$ cat src/rtl/mem_port_arbiter_if.sv
// Bundle of the fetch port, the load/store port and the shared memory bus.
// The arbiter connects through the master modport: it serves both pipeline
// ports and drives the memory bus. The slave modport is the view of the
// surrounding system: pipeline requesters plus the memory responder.
interface mem_port_arbiter_if #(
  parameter int ADDR_W = 32,
  parameter int DATA_W = 32
);
  localparam int BE_W = DATA_W / 8;

  // Instruction fetch port
  logic              i_req;
  logic [ADDR_W-1:0] i_addr;
  logic [DATA_W-1:0] i_rdata;
  logic              i_valid;
  logic              i_stall;

  // Load/store port
  logic              d_req;
  logic              d_we;
  logic [BE_W-1:0]   d_be;
  logic [ADDR_W-1:0] d_addr;
  logic [DATA_W-1:0] d_wdata;
  logic [DATA_W-1:0] d_rdata;
  logic              d_valid;
  logic              d_stall;

  // Shared single-port memory bus
  logic              m_req;
  logic              m_we;
  logic [BE_W-1:0]   m_be;
  logic [ADDR_W-1:0] m_addr;
  logic [DATA_W-1:0] m_wdata;
  logic              m_gnt;
  logic              m_rvalid;
  logic [DATA_W-1:0] m_rdata;

  modport master (
    input  i_req, i_addr,
    output i_rdata, i_valid, i_stall,
    input  d_req, d_we, d_be, d_addr, d_wdata,
    output d_rdata, d_valid, d_stall,
    output m_req, m_we, m_be, m_addr, m_wdata,
    input  m_gnt, m_rvalid, m_rdata
  );

  modport slave (
    output i_req, i_addr,
    input  i_rdata, i_valid, i_stall,
    output d_req, d_we, d_be, d_addr, d_wdata,
    input  d_rdata, d_valid, d_stall,
    input  m_req, m_we, m_be, m_addr, m_wdata,
    output m_gnt, m_rvalid, m_rdata
  );
endinterface

$ cat src/rtl/mem_port_arbiter.sv
// Shares one single-port memory bus between instruction fetch (I) and
// load/store (D). One bus transaction is in flight at a time; the response
// is steered back to whichever port owns the transaction. D normally wins
// because it belongs to the older instruction, but a run of D grants while
// fetch is waiting is capped at MAX_D_STREAK so fetch cannot starve.
//
// Transaction timeline (fastest case):
//   edge 0 : request sampled in IDLE, m_* fields registered, m_req rises
//   edge 1 : m_gnt seen in REQ, m_req drops, write fields cleared
//   edge 2 : m_rvalid seen in WAIT, rdata captured, valid pulses
// The valid cycle is spent back in IDLE. The completing port's request is
// still visible in that cycle (it is only dropped afterwards), so it is
// excluded from arbitration there; the other port, if pending, is issued.
module mem_port_arbiter #(
  parameter int ADDR_W       = 32,
  parameter int DATA_W       = 32,
  parameter int MAX_D_STREAK = 4
) (
  input logic                clk,
  input logic                rst_n,
  mem_port_arbiter_if.master bus
);

  localparam int BE_W     = DATA_W / 8;
  localparam int STREAK_W = $clog2(MAX_D_STREAK + 1);

  localparam logic [STREAK_W-1:0] STREAK_MAX  = STREAK_W'(MAX_D_STREAK);
  localparam logic [STREAK_W-1:0] STREAK_ZERO = {STREAK_W{1'b0}};
  localparam logic [STREAK_W-1:0] STREAK_ONE  = STREAK_W'(1);

  typedef enum logic [1:0] {
    ST_IDLE = 2'd0,
    ST_REQ  = 2'd1,
    ST_WAIT = 2'd2
  } state_t;

  typedef enum logic {
    OWN_I = 1'b0,
    OWN_D = 1'b1
  } owner_t;

  // Sequencer state
  state_t              state_r;
  owner_t              owner_r;
  logic [STREAK_W-1:0] streak_r;

  // Registered bus request fields
  logic                m_req_r;
  logic                m_we_r;
  logic [BE_W-1:0]     m_be_r;
  logic [ADDR_W-1:0]   m_addr_r;
  logic [DATA_W-1:0]   m_wdata_r;

  // Registered responses towards the pipeline
  logic [DATA_W-1:0]   i_rdata_r;
  logic                i_valid_r;
  logic [DATA_W-1:0]   d_rdata_r;
  logic                d_valid_r;

  // Arbitration terms
  logic                i_elig_s;
  logic                d_elig_s;
  logic                streak_full_s;
  logic                pick_d_s;
  logic                pick_i_s;
  logic [STREAK_W-1:0] streak_inc_s;

  // Arbitration choice for the IDLE state; a port completing this cycle is not eligible.
  always_comb begin
    i_elig_s      = bus.i_req & ~i_valid_r;
    d_elig_s      = bus.d_req & ~d_valid_r;
    streak_full_s = (streak_r == STREAK_MAX);
    pick_d_s      = d_elig_s & ~(i_elig_s & streak_full_s);
    pick_i_s      = ~pick_d_s & i_elig_s;
    if (streak_full_s) begin
      streak_inc_s = STREAK_MAX;
    end else begin
      streak_inc_s = streak_r + STREAK_ONE;
    end
  end

  // Bus sequencer: owner selection, request fields, response capture and valid pulses.
  always_ff @(posedge clk or negedge rst_n) begin
    if (!rst_n) begin
      state_r   <= ST_IDLE;
      owner_r   <= OWN_I;
      streak_r  <= STREAK_ZERO;
      m_req_r   <= 1'b0;
      m_we_r    <= 1'b0;
      m_be_r    <= {BE_W{1'b0}};
      m_addr_r  <= {ADDR_W{1'b0}};
      m_wdata_r <= {DATA_W{1'b0}};
      i_rdata_r <= {DATA_W{1'b0}};
      i_valid_r <= 1'b0;
      d_rdata_r <= {DATA_W{1'b0}};
      d_valid_r <= 1'b0;
    end else begin
      // Valid strobes are single-cycle unless re-armed below.
      i_valid_r <= 1'b0;
      d_valid_r <= 1'b0;

      case (state_r)
        ST_IDLE: begin
          if (pick_d_s) begin
            owner_r   <= OWN_D;
            m_req_r   <= 1'b1;
            m_we_r    <= bus.d_we;
            m_be_r    <= bus.d_be;
            m_addr_r  <= bus.d_addr;
            m_wdata_r <= bus.d_wdata;
            state_r   <= ST_REQ;
            // Only D grants taken while fetch is waiting count towards the cap.
            if (bus.i_req) begin
              streak_r <= streak_inc_s;
            end else begin
              streak_r <= STREAK_ZERO;
            end
          end else if (pick_i_s) begin
            owner_r   <= OWN_I;
            m_req_r   <= 1'b1;
            m_we_r    <= 1'b0;
            m_be_r    <= {BE_W{1'b1}};
            m_addr_r  <= bus.i_addr;
            m_wdata_r <= {DATA_W{1'b0}};
            state_r   <= ST_REQ;
            streak_r  <= STREAK_ZERO;
          end else begin
            // Nothing to issue; a stray m_rvalid here is ignored.
            if (!bus.i_req) begin
              streak_r <= STREAK_ZERO;
            end else begin
              streak_r <= streak_r;
            end
          end
        end

        ST_REQ: begin
          // Request fields stay frozen until the bus accepts them.
          if (bus.m_gnt) begin
            m_req_r   <= 1'b0;
            m_we_r    <= 1'b0;
            m_be_r    <= {BE_W{1'b0}};
            m_wdata_r <= {DATA_W{1'b0}};
            state_r   <= ST_WAIT;
          end else begin
            state_r   <= ST_REQ;
          end
        end

        ST_WAIT: begin
          // Loads and stores both finish on m_rvalid; store data is a don't-care.
          if (bus.m_rvalid) begin
            if (owner_r == OWN_D) begin
              d_rdata_r <= bus.m_rdata;
              d_valid_r <= 1'b1;
            end else begin
              i_rdata_r <= bus.m_rdata;
              i_valid_r <= 1'b1;
            end
            state_r <= ST_IDLE;
          end else begin
            state_r <= ST_WAIT;
          end
        end

        default: begin
          state_r <= ST_IDLE;
          m_req_r <= 1'b0;
        end
      endcase
    end
  end

  assign bus.m_req   = m_req_r;
  assign bus.m_we    = m_we_r;
  assign bus.m_be    = m_be_r;
  assign bus.m_addr  = m_addr_r;
  assign bus.m_wdata = m_wdata_r;

  assign bus.i_rdata = i_rdata_r;
  assign bus.i_valid = i_valid_r;
  assign bus.d_rdata = d_rdata_r;
  assign bus.d_valid = d_valid_r;

  // Stalls freeze a stage from request until its completion pulse.
  assign bus.i_stall = bus.i_req & ~i_valid_r;
  assign bus.d_stall = bus.d_req & ~d_valid_r;

endmodule

$ cat src/flat_wrapper.sv
// flat-port wrapper written by rule: the top's interface ports become plain ports
module mem_port_arbiter_flat 
#(
  parameter int ADDR_W       = 32,
  parameter int DATA_W       = 32,
  parameter int MAX_D_STREAK = 4
)
  (clk, rst_n, bus_i_req, bus_i_addr, bus_i_rdata, bus_i_valid, bus_i_stall, bus_d_req, bus_d_we, bus_d_be, bus_d_addr, bus_d_wdata, bus_d_rdata, bus_d_valid, bus_d_stall, bus_m_req, bus_m_we, bus_m_be, bus_m_addr, bus_m_wdata, bus_m_gnt, bus_m_rvalid, bus_m_rdata);
  mem_port_arbiter_if #(.ADDR_W(ADDR_W), .DATA_W(DATA_W)) bus_i ();
  input logic clk;
  input logic rst_n;
  input wire logic [$bits(bus_i.i_req)-1:0] bus_i_req;
  input wire logic [$bits(bus_i.i_addr)-1:0] bus_i_addr;
  output wire logic [$bits(bus_i.i_rdata)-1:0] bus_i_rdata;
  output wire logic [$bits(bus_i.i_valid)-1:0] bus_i_valid;
  output wire logic [$bits(bus_i.i_stall)-1:0] bus_i_stall;
  input wire logic [$bits(bus_i.d_req)-1:0] bus_d_req;
  input wire logic [$bits(bus_i.d_we)-1:0] bus_d_we;
  input wire logic [$bits(bus_i.d_be)-1:0] bus_d_be;
  input wire logic [$bits(bus_i.d_addr)-1:0] bus_d_addr;
  input wire logic [$bits(bus_i.d_wdata)-1:0] bus_d_wdata;
  output wire logic [$bits(bus_i.d_rdata)-1:0] bus_d_rdata;
  output wire logic [$bits(bus_i.d_valid)-1:0] bus_d_valid;
  output wire logic [$bits(bus_i.d_stall)-1:0] bus_d_stall;
  output wire logic [$bits(bus_i.m_req)-1:0] bus_m_req;
  output wire logic [$bits(bus_i.m_we)-1:0] bus_m_we;
  output wire logic [$bits(bus_i.m_be)-1:0] bus_m_be;
  output wire logic [$bits(bus_i.m_addr)-1:0] bus_m_addr;
  output wire logic [$bits(bus_i.m_wdata)-1:0] bus_m_wdata;
  input wire logic [$bits(bus_i.m_gnt)-1:0] bus_m_gnt;
  input wire logic [$bits(bus_i.m_rvalid)-1:0] bus_m_rvalid;
  input wire logic [$bits(bus_i.m_rdata)-1:0] bus_m_rdata;
  assign bus_i.i_req = bus_i_req;
  assign bus_i.i_addr = bus_i_addr;
  assign bus_i_rdata = bus_i.i_rdata;
  assign bus_i_valid = bus_i.i_valid;
  assign bus_i_stall = bus_i.i_stall;
  assign bus_i.d_req = bus_d_req;
  assign bus_i.d_we = bus_d_we;
  assign bus_i.d_be = bus_d_be;
  assign bus_i.d_addr = bus_d_addr;
  assign bus_i.d_wdata = bus_d_wdata;
  assign bus_d_rdata = bus_i.d_rdata;
  assign bus_d_valid = bus_i.d_valid;
  assign bus_d_stall = bus_i.d_stall;
  assign bus_m_req = bus_i.m_req;
  assign bus_m_we = bus_i.m_we;
  assign bus_m_be = bus_i.m_be;
  assign bus_m_addr = bus_i.m_addr;
  assign bus_m_wdata = bus_i.m_wdata;
  assign bus_i.m_gnt = bus_m_gnt;
  assign bus_i.m_rvalid = bus_m_rvalid;
  assign bus_i.m_rdata = bus_m_rdata;
  mem_port_arbiter #(.ADDR_W(ADDR_W), .DATA_W(DATA_W), .MAX_D_STREAK(MAX_D_STREAK)) u_core (.clk(clk), .rst_n(rst_n), .bus(bus_i));
endmodule
$ cat config.mk
export PLATFORM = sky130hd
export DESIGN_NAME = mem_port_arbiter_flat
export DESIGN_NICKNAME = d
export VERILOG_FILES = /design/src/rtl/mem_port_arbiter_if.sv /design/src/rtl/mem_port_arbiter.sv /design/src/flat_wrapper.sv
export SDC_FILE = /design/constraint.sdc
export NUM_CORES = 1
export LEC_CHECK = 0
export BUFFER_PORTS_ARGS = -buffer_cell sky130_fd_sc_hd__buf_2
export CAP_MARGIN = 0
export CELL_PAD_IN_SITES_DETAIL_PLACEMENT = 0
export CELL_PAD_IN_SITES_GLOBAL_PLACEMENT = 1
export CORE_UTILIZATION = 33
export CTS_CLUSTER_SIZE = 8
export DETAILED_ROUTE_END_ITERATION = 8
export PLACE_DENSITY = 0.83
export SETUP_SLACK_MARGIN = 0.3
export SLEW_MARGIN = 20
export SYNTH_ARGS = -nofsm -noshare
export SYNTH_HDL_FRONTEND = slang
export SYNTH_SLANG_ARGS = --single-unit
$ cat constraint.sdc
create_clock -name clk -period 1.5 [get_ports clk]
set_input_delay 0.225 -clock clk [delete_from_list [all_inputs] [get_ports clk]]
set_output_delay 0.225 -clock clk [all_outputs]
set_load 0.02 [all_outputs]
==> impl_metrics.yaml, run 1 <==
synth:
  synth-seq-cells: 142
  yosysSeqAreaShare_pct: 57.7
  syn_area_sq_um: 6160
  ys_warn_count: 0
  syn_inst: 461
  synth_ff_type: "dfrtp_1"
  synth_edf_count: 0
  syn_area_per_cell_sq_um: 13.4
  syn_nets: 602
  synthArstFlopShare_pct: 100
  synth_cell_type_count: 31
finish:
  final_common_cell: "buf_2"
  fin_util_pct: 62.6
  drive_gt1_share_pct: 67.7
  final_cell_area_sq_um: 11400
  areaGrowthSynthToFinish_pct: 84.5
  final_cell_mix: "buf_2, dfrtp_1, buf_6"
  diodes: 0
  stdcell_count: 1083
  final_nets: 982
clock_tree:
  cts.sinks: 142
  clkLatencyLatePin_ns: 0.41
  cts_buffers: 17
  root_buffer: "clkbuf_16"
  cts_tree: "built"
  path_clk_slew_ns: 0.07
  cts_max_level: 4
  cts.path.max_buffers: 2
detailed_routing:
  via_count: 5725
  drt-total-wl_mm: 23.8
  final_antenna_net_count: 0
  viasPerCell: 5.29
  drtIter0Drc: 351
  wl_per_cell_microns: 22.0
  drc: 17
  drtPass1Iterations: 7
setup_path:
  critPathKind: "register to register"
  worstPathMaxFanout: 9
  crit_path_end_kind: "register"
  cp-start-kind: "register"
  r2r_setup_slack_ns: -0.08
  arrival_ns: 1.87
  required_ns: 1.79
timing:
  period_minus_slack_ns: 1.58
  fin_crit_sh_pct: 106
  slew_violations: 0
  tightestPinTransition_ns: 0.516
  setup_viol: 74
  relSlewSlack_pct: 65.6
  setup_ws_ns: -0.0848
  hold_viol: 0
  grt_setup_unrepaired: "true"
  skew_ns: 0.00730
  fmax_mhz: 631
floorplan:
  initial_core_util_pct: 33.9
  die_area_sq_um: 19200
  core.rowCount: 49
  die_w_microns: 139
  die_h_microns: 139
  coreArea_sq_um: 18100
  boundaryPins: 277
power:
  ir_worst_vdd_mv: 1.32
  seqPwrFrac_pct: 26.9
  sw_frac_of_total_pct: 36.3
  p_clk_share_pct: 17.7
  p_int_w: 0.0164
  power_density_nw_per_um2: 2270
  p_leak_nw: 5.39
  combPwrFrac_pct: 55.3
  p_sw_w: 0.00934
grt:
  grt_overflow: 0
  grt_pass1_wl_mm: 32.9
  grt_pass1_vias: 5802
  grt_usage_pct: 22.2
  grt_max_degree: 50
  antenna_found_initial: 0
run_status:
  violations: "DRC, setup timing"
  status: "complete, but fails checks"
placed_design:
  dp_hpwl_mm: 12.3
  portBuffers: 276
  place_congestion: 0.761
  dp_cells: 948
  dpl_cell_area_sq_um: 8150
flow_run:
  maxCapViolCount: 0
min_path:
  hold_class: "input pin to register"
state kept, by name, summed over array words and instances (netlist names):
name and cells:
u_core.bus.i_valid 1, u_core.bus.m_addr 32, u_core.bus.m_be 4, u_core.owner_r 1, u_core.bus.d_rdata 32, u_core.state_r 2, u_core.bus.d_valid 1, u_core.bus.m_req 1
u_core.bus.m_we 1, u_core.bus.i_rdata 32, u_core.bus.m_wdata 32, u_core.streak_r 3
worst max-delay path, stage by stage (launching register included):
cell	delay [ns]
dfrtp_1	0.40
inv_2	0.08
ha_4	0.13
nand4b_1	0.11
buf_6	0.17
buf_12	0.16
a221oi_4	0.30
a2bb2oi_2	0.09
area by class of cell:
type / instances / area [sq um]
clock buffer: 19 / 453
clock inverter: 13 / 174
fill: 1327 / 6790
inverter: 6 / 31.3
multi-input combinational: 265 / 3020
sequential: 142 / 3560
tap: 229 / 287
timing repair buffer: 409 / 3840
power groups by stage:
stage | clock network (W) | logic (W) | registers [W]
global placement | 0 | 0.00870 | 0.00646
finish | 0.00456 | 0.0142 | 0.00693
global route | 0.00482 | 0.0149 | 0.00708
detailed placement | 0 | 0.00882 | 0.00650
CTS | 0.00465 | 0.0117 | 0.00663
floorplan | 0 | 0.00362 | 0.00855
worst paths after layout:
| path | start | cells past startpoint | endpoint |
|---|---|---|---|
| min in group asynchronous | rst_n | 2 | u_core.bus.d_rdata[0] |
| min | bus_d_we | 2 | u_core.bus.m_we |
| max | u_core.streak_r[0] | 7 | u_core.bus.m_addr[26] |
| max reg2reg | u_core.streak_r[0] | 7 | u_core.bus.m_addr[26] |
| min reg2reg | u_core.bus.d_rdata[6] | 1 | u_core.bus.d_rdata[6] |
| max in group asynchronous | rst_n | 3 | u_core.bus.m_wdata[0] |
layer usage:
layer / vias to the layer above / wire length, microns / share of wire, % / track usage, %
met5: - / 0 / 0 / 0
met4: 0 / 450 / 1.9 / 6.86
met3: 34 / 1820 / 7.6 / 6.70
met2: 245 / 12100 / 51 / 36.9
met1: 2880 / 9430 / 40 / 27.6
li1: 2566 / - / - / -
through the flow:
step	setup WS (ns)	TNS, ns	hold slack (ns)	total power, W
6_report	-0.0848	-1.90	0.0250	0.0257
5_1_grt	-0.156	-6.56	0.0152	0.0268
4_1_cts	-0.0512	-1.99	0.00677	0.0230
3_5_place_dp	-0.0817	-2.67	0.205	0.0153
3_3_place_gp	-0.0553	-1.02	0.204	0.0152
2_1_floorplan	-0.0266	-1.25	-0.0706	0.0122
kinds of logic after synthesis:
logic type	synth area share (%)
DFF	57.7
muxes	11.7
and+or+nand+nor	6.91
adders and majority gates	0.406
buffers and inverters	4.13
AOI/OAI and AO/OA	19.1
cell usage after synthesis, types with 2 or more instances:
master | number | area (sq um)
ha_1 | 2 | 25.0
a221oi_1 | 32 | 280
o21ai_0 | 36 | 180
and3b_1 | 32 | 280
buf_2 | 14 | 70.1
a32o_1 | 34 | 340
clkbuf_1 | 27 | 101
dfrtp_1 | 142 | 3550
a2bb2oi_1 | 37 | 324
nand2_1 | 5 | 18.8
a21o_1 | 2 | 15.0
nand3b_1 | 2 | 15.0
nand4b_1 | 2 | 17.5
inv_1 | 6 | 22.5
mux2_2 | 64 | 721
nand2b_1 | 4 | 25.0
buf_6 | 2 | 22.5
buf_4 | 5 | 37.5
what timing repair did:
action | in CTS | in global routing
endpoints found under the hold margin | 40 | 0
pin swaps | 5 | 6
gates cloned | 10 | 11
endpoints found under the setup margin | 205 | 268
resized for setup | 198 | 179
buffers inserted | 42 | 38
hold buffers | 2 | 0
(Power assumes the default switching activity.)
==> inputs of run 2 (changes only) <==
CORE_ASPECT_RATIO = 1.5   (was unset)
==> impl_metrics.yaml, run 2 (same netlist as run 1, synthesis figures left out) <==
grt:
  grt_max_degree: 44
  grt_pass1_wl_mm: 29.5
  grt_usage_pct: 19.8
  grt_overflow: 0
  antenna_found_initial: 3
  grt_pass1_vias: 5560
finish:
  area.sequential_sq_um: 3560
  final_cell_mix: "buf_2, dfrtp_1, buf_6"
  final_nets: 974
  stdcell_count: 1097
  multi_input_area_sq_um: 3060
  n_fill_cell: 1379
  areaGrowthSynthToFinish_pct: 79.3
  drive_gt1_share_pct: 67.5
  final_common_cell: "buf_2"
clock_tree:
  root_buffer: "clkbuf_16"
  cts_buffers: 17
  clkLatencyLatePin_ns: 0.42
  cts_tree: "built"
  path_clk_slew_ns: 0.06
  cts.path.max_buffers: 2
  cts.sinks: 142
  cts_max_level: 4
timing:
  fmax_mhz: 624
  hold_viol: 0
  setup_viol: 92
  skew_ns: 0.0157
  setup_ws_ns: -0.102
  relSlewSlack_pct: 69.4
  period_minus_slack_ns: 1.60
  fin_crit_sh_pct: 107
  slew_violations: 0
  grt_setup_unrepaired: "true"
  tightestPinTransition_ns: 0.458
detailed_routing:
  via_count: 5727
  drt-total-wl_mm: 21.8
  drtIter0Drc: 360
  drtPass1Iterations: 4
  viasPerCell: 5.22
  wl_per_cell_microns: 19.9
  drc: 0
  final_antenna_net_count: 0
power:
  p_total_w: 0.0247
  power_density_nw_per_um2: 2240
  ir_worst_vdd_mv: 1.19
  p_leak_nw: 5.28
setup_path:
  ff2ff_path_depth: 7
  arrival_ns: 1.89
  cp-start-kind: "register"
  critPathKind: "register to register"
  crit_path_end_kind: "register"
  worstPathMaxFanout: 8
  reg2reg_from: "u_core.streak_r[0]"
  r2r_setup_slack_ns: -0.10
  required_ns: 1.79
  r2r-end: "u_core.bus.m_addr[20]"
  startpoint: "u_core.streak_r[0]"
placed_design:
  portBuffers: 276
  place_congestion: 0.768
  dp_cells: 975
  dp_hpwl_mm: 12.6
run_status:
  violations: "setup timing"
  status: "complete, but fails checks"
floorplan:
  die_w_microns: 114
  core.rowCount: 60
  die_h_microns: 169
  initial_core_util_pct: 34.0
  boundaryPins: 277
  die_area_sq_um: 19200
  coreArea_sq_um: 18100
min_path:
  holdPathEnd: "u_core.state_r[0]"
  hold_depth: 2
  hold_class: "input pin to register"
  hp-start: "bus_m_gnt"
flow_run:
  maxCapViolCount: 0
-- run 2: changes by cell type in the layout (fill, tap and decap cells not counted), moves of 5 or more --
cell,delta
o21ai_1,-6
buf_2,+27
buf_16,-5
buf_6,-12
o21ai_0,+6
buf_4,-15
-- run 2: routing by layer --
| metal | wire, microns | share of wire [%] | GRT usage (%) | up-vias |
|---|---|---|---|---|
| met5 | 8 | 0.037 | 0 | - |
| met4 | 547 | 2.5 | 7.89 | 2 |
| met3 | 1210 | 5.5 | 4.43 | 39 |
| met2 | 12100 | 55 | 36.0 | 238 |
| met1 | 7970 | 36 | 22.3 | 2885 |
| li1 | - | - | - | 2563 |
-- run 2: worst max-delay path, stage by stage, from the launching register on --
cell and delay [ns]:
dfrtp_1 0.38, inv_2 0.08, ha_4 0.14, nand4b_1 0.14, buf_6 0.18, clkbuf_16 0.18, a221oi_2 0.26, a2bb2oi_1 0.11
-- run 2: how the worst max path moves through the flow --
stage                              to  slack, ns  depth (start not counted)
2_1_floorplan   u_core.bus.i_rdata[0]      -0.03                          4
3_3_place_gp    u_core.bus.m_addr[10]      -0.07                          5
3_5_place_dp    u_core.bus.m_addr[11]      -0.12                          6
4_1_cts        u_core.bus.i_rdata[18]      -0.07                          4
5_1_grt         u_core.bus.m_addr[13]      -0.18                          7
6_report        u_core.bus.m_addr[20]      -0.10                          7
-- run 2: timing repair --
action | 4_1_cts | 5_1_grt
pin swaps | 5 | 19
setup endpoints to repair | 196 | 278
gates cloned | 3 | 10
resized for setup | 93 | 237
hold endpoints to repair | 39 | 0
hold buffers | 2 | 0
buffers inserted | 20 | 52
-- run 2: power breakdown --
part	leakage (nW)	switching [W]	total (W)	internal (W)
sequential	1.73	0.00123	0.00681	0.00558
clock	0.280	0.00180	0.00428	0.00248
combinational	3.27	0.00609	0.0136	0.00753
-- run 2: area by class of cell --
type / count / share of cell area (%)
Clock buffer: 18 / 3.89
Multi-Input combinational cell: 265 / 27.8
Inverter: 6 / 0.283
Timing Repair Buffer: 401 / 31.5
Clock inverter: 14 / 1.42
Sequential cell: 142 / 32.2
Tap cell: 248 / 2.81
Antenna cell: 3 / 0.0680
-- run 2: metrics by stage --
step	hold slack [ns]	util [%]	worst slack (ns)	instance area, sq um	TNS, ns
2_1_floorplan	-0.0706	-	-0.0266	6400	-1.25
4_1_cts	0.000623	52.9	-0.0725	9570	-2.65
3_3_place_gp	0.187	45.5	-0.0747	8230	-3.26
6_report	0.0158	61.0	-0.102	11000	-3.32
3_5_place_dp	0.186	45.5	-0.121	8230	-6.63
5_1_grt	-0.00357	61.0	-0.178	11000	-8.39
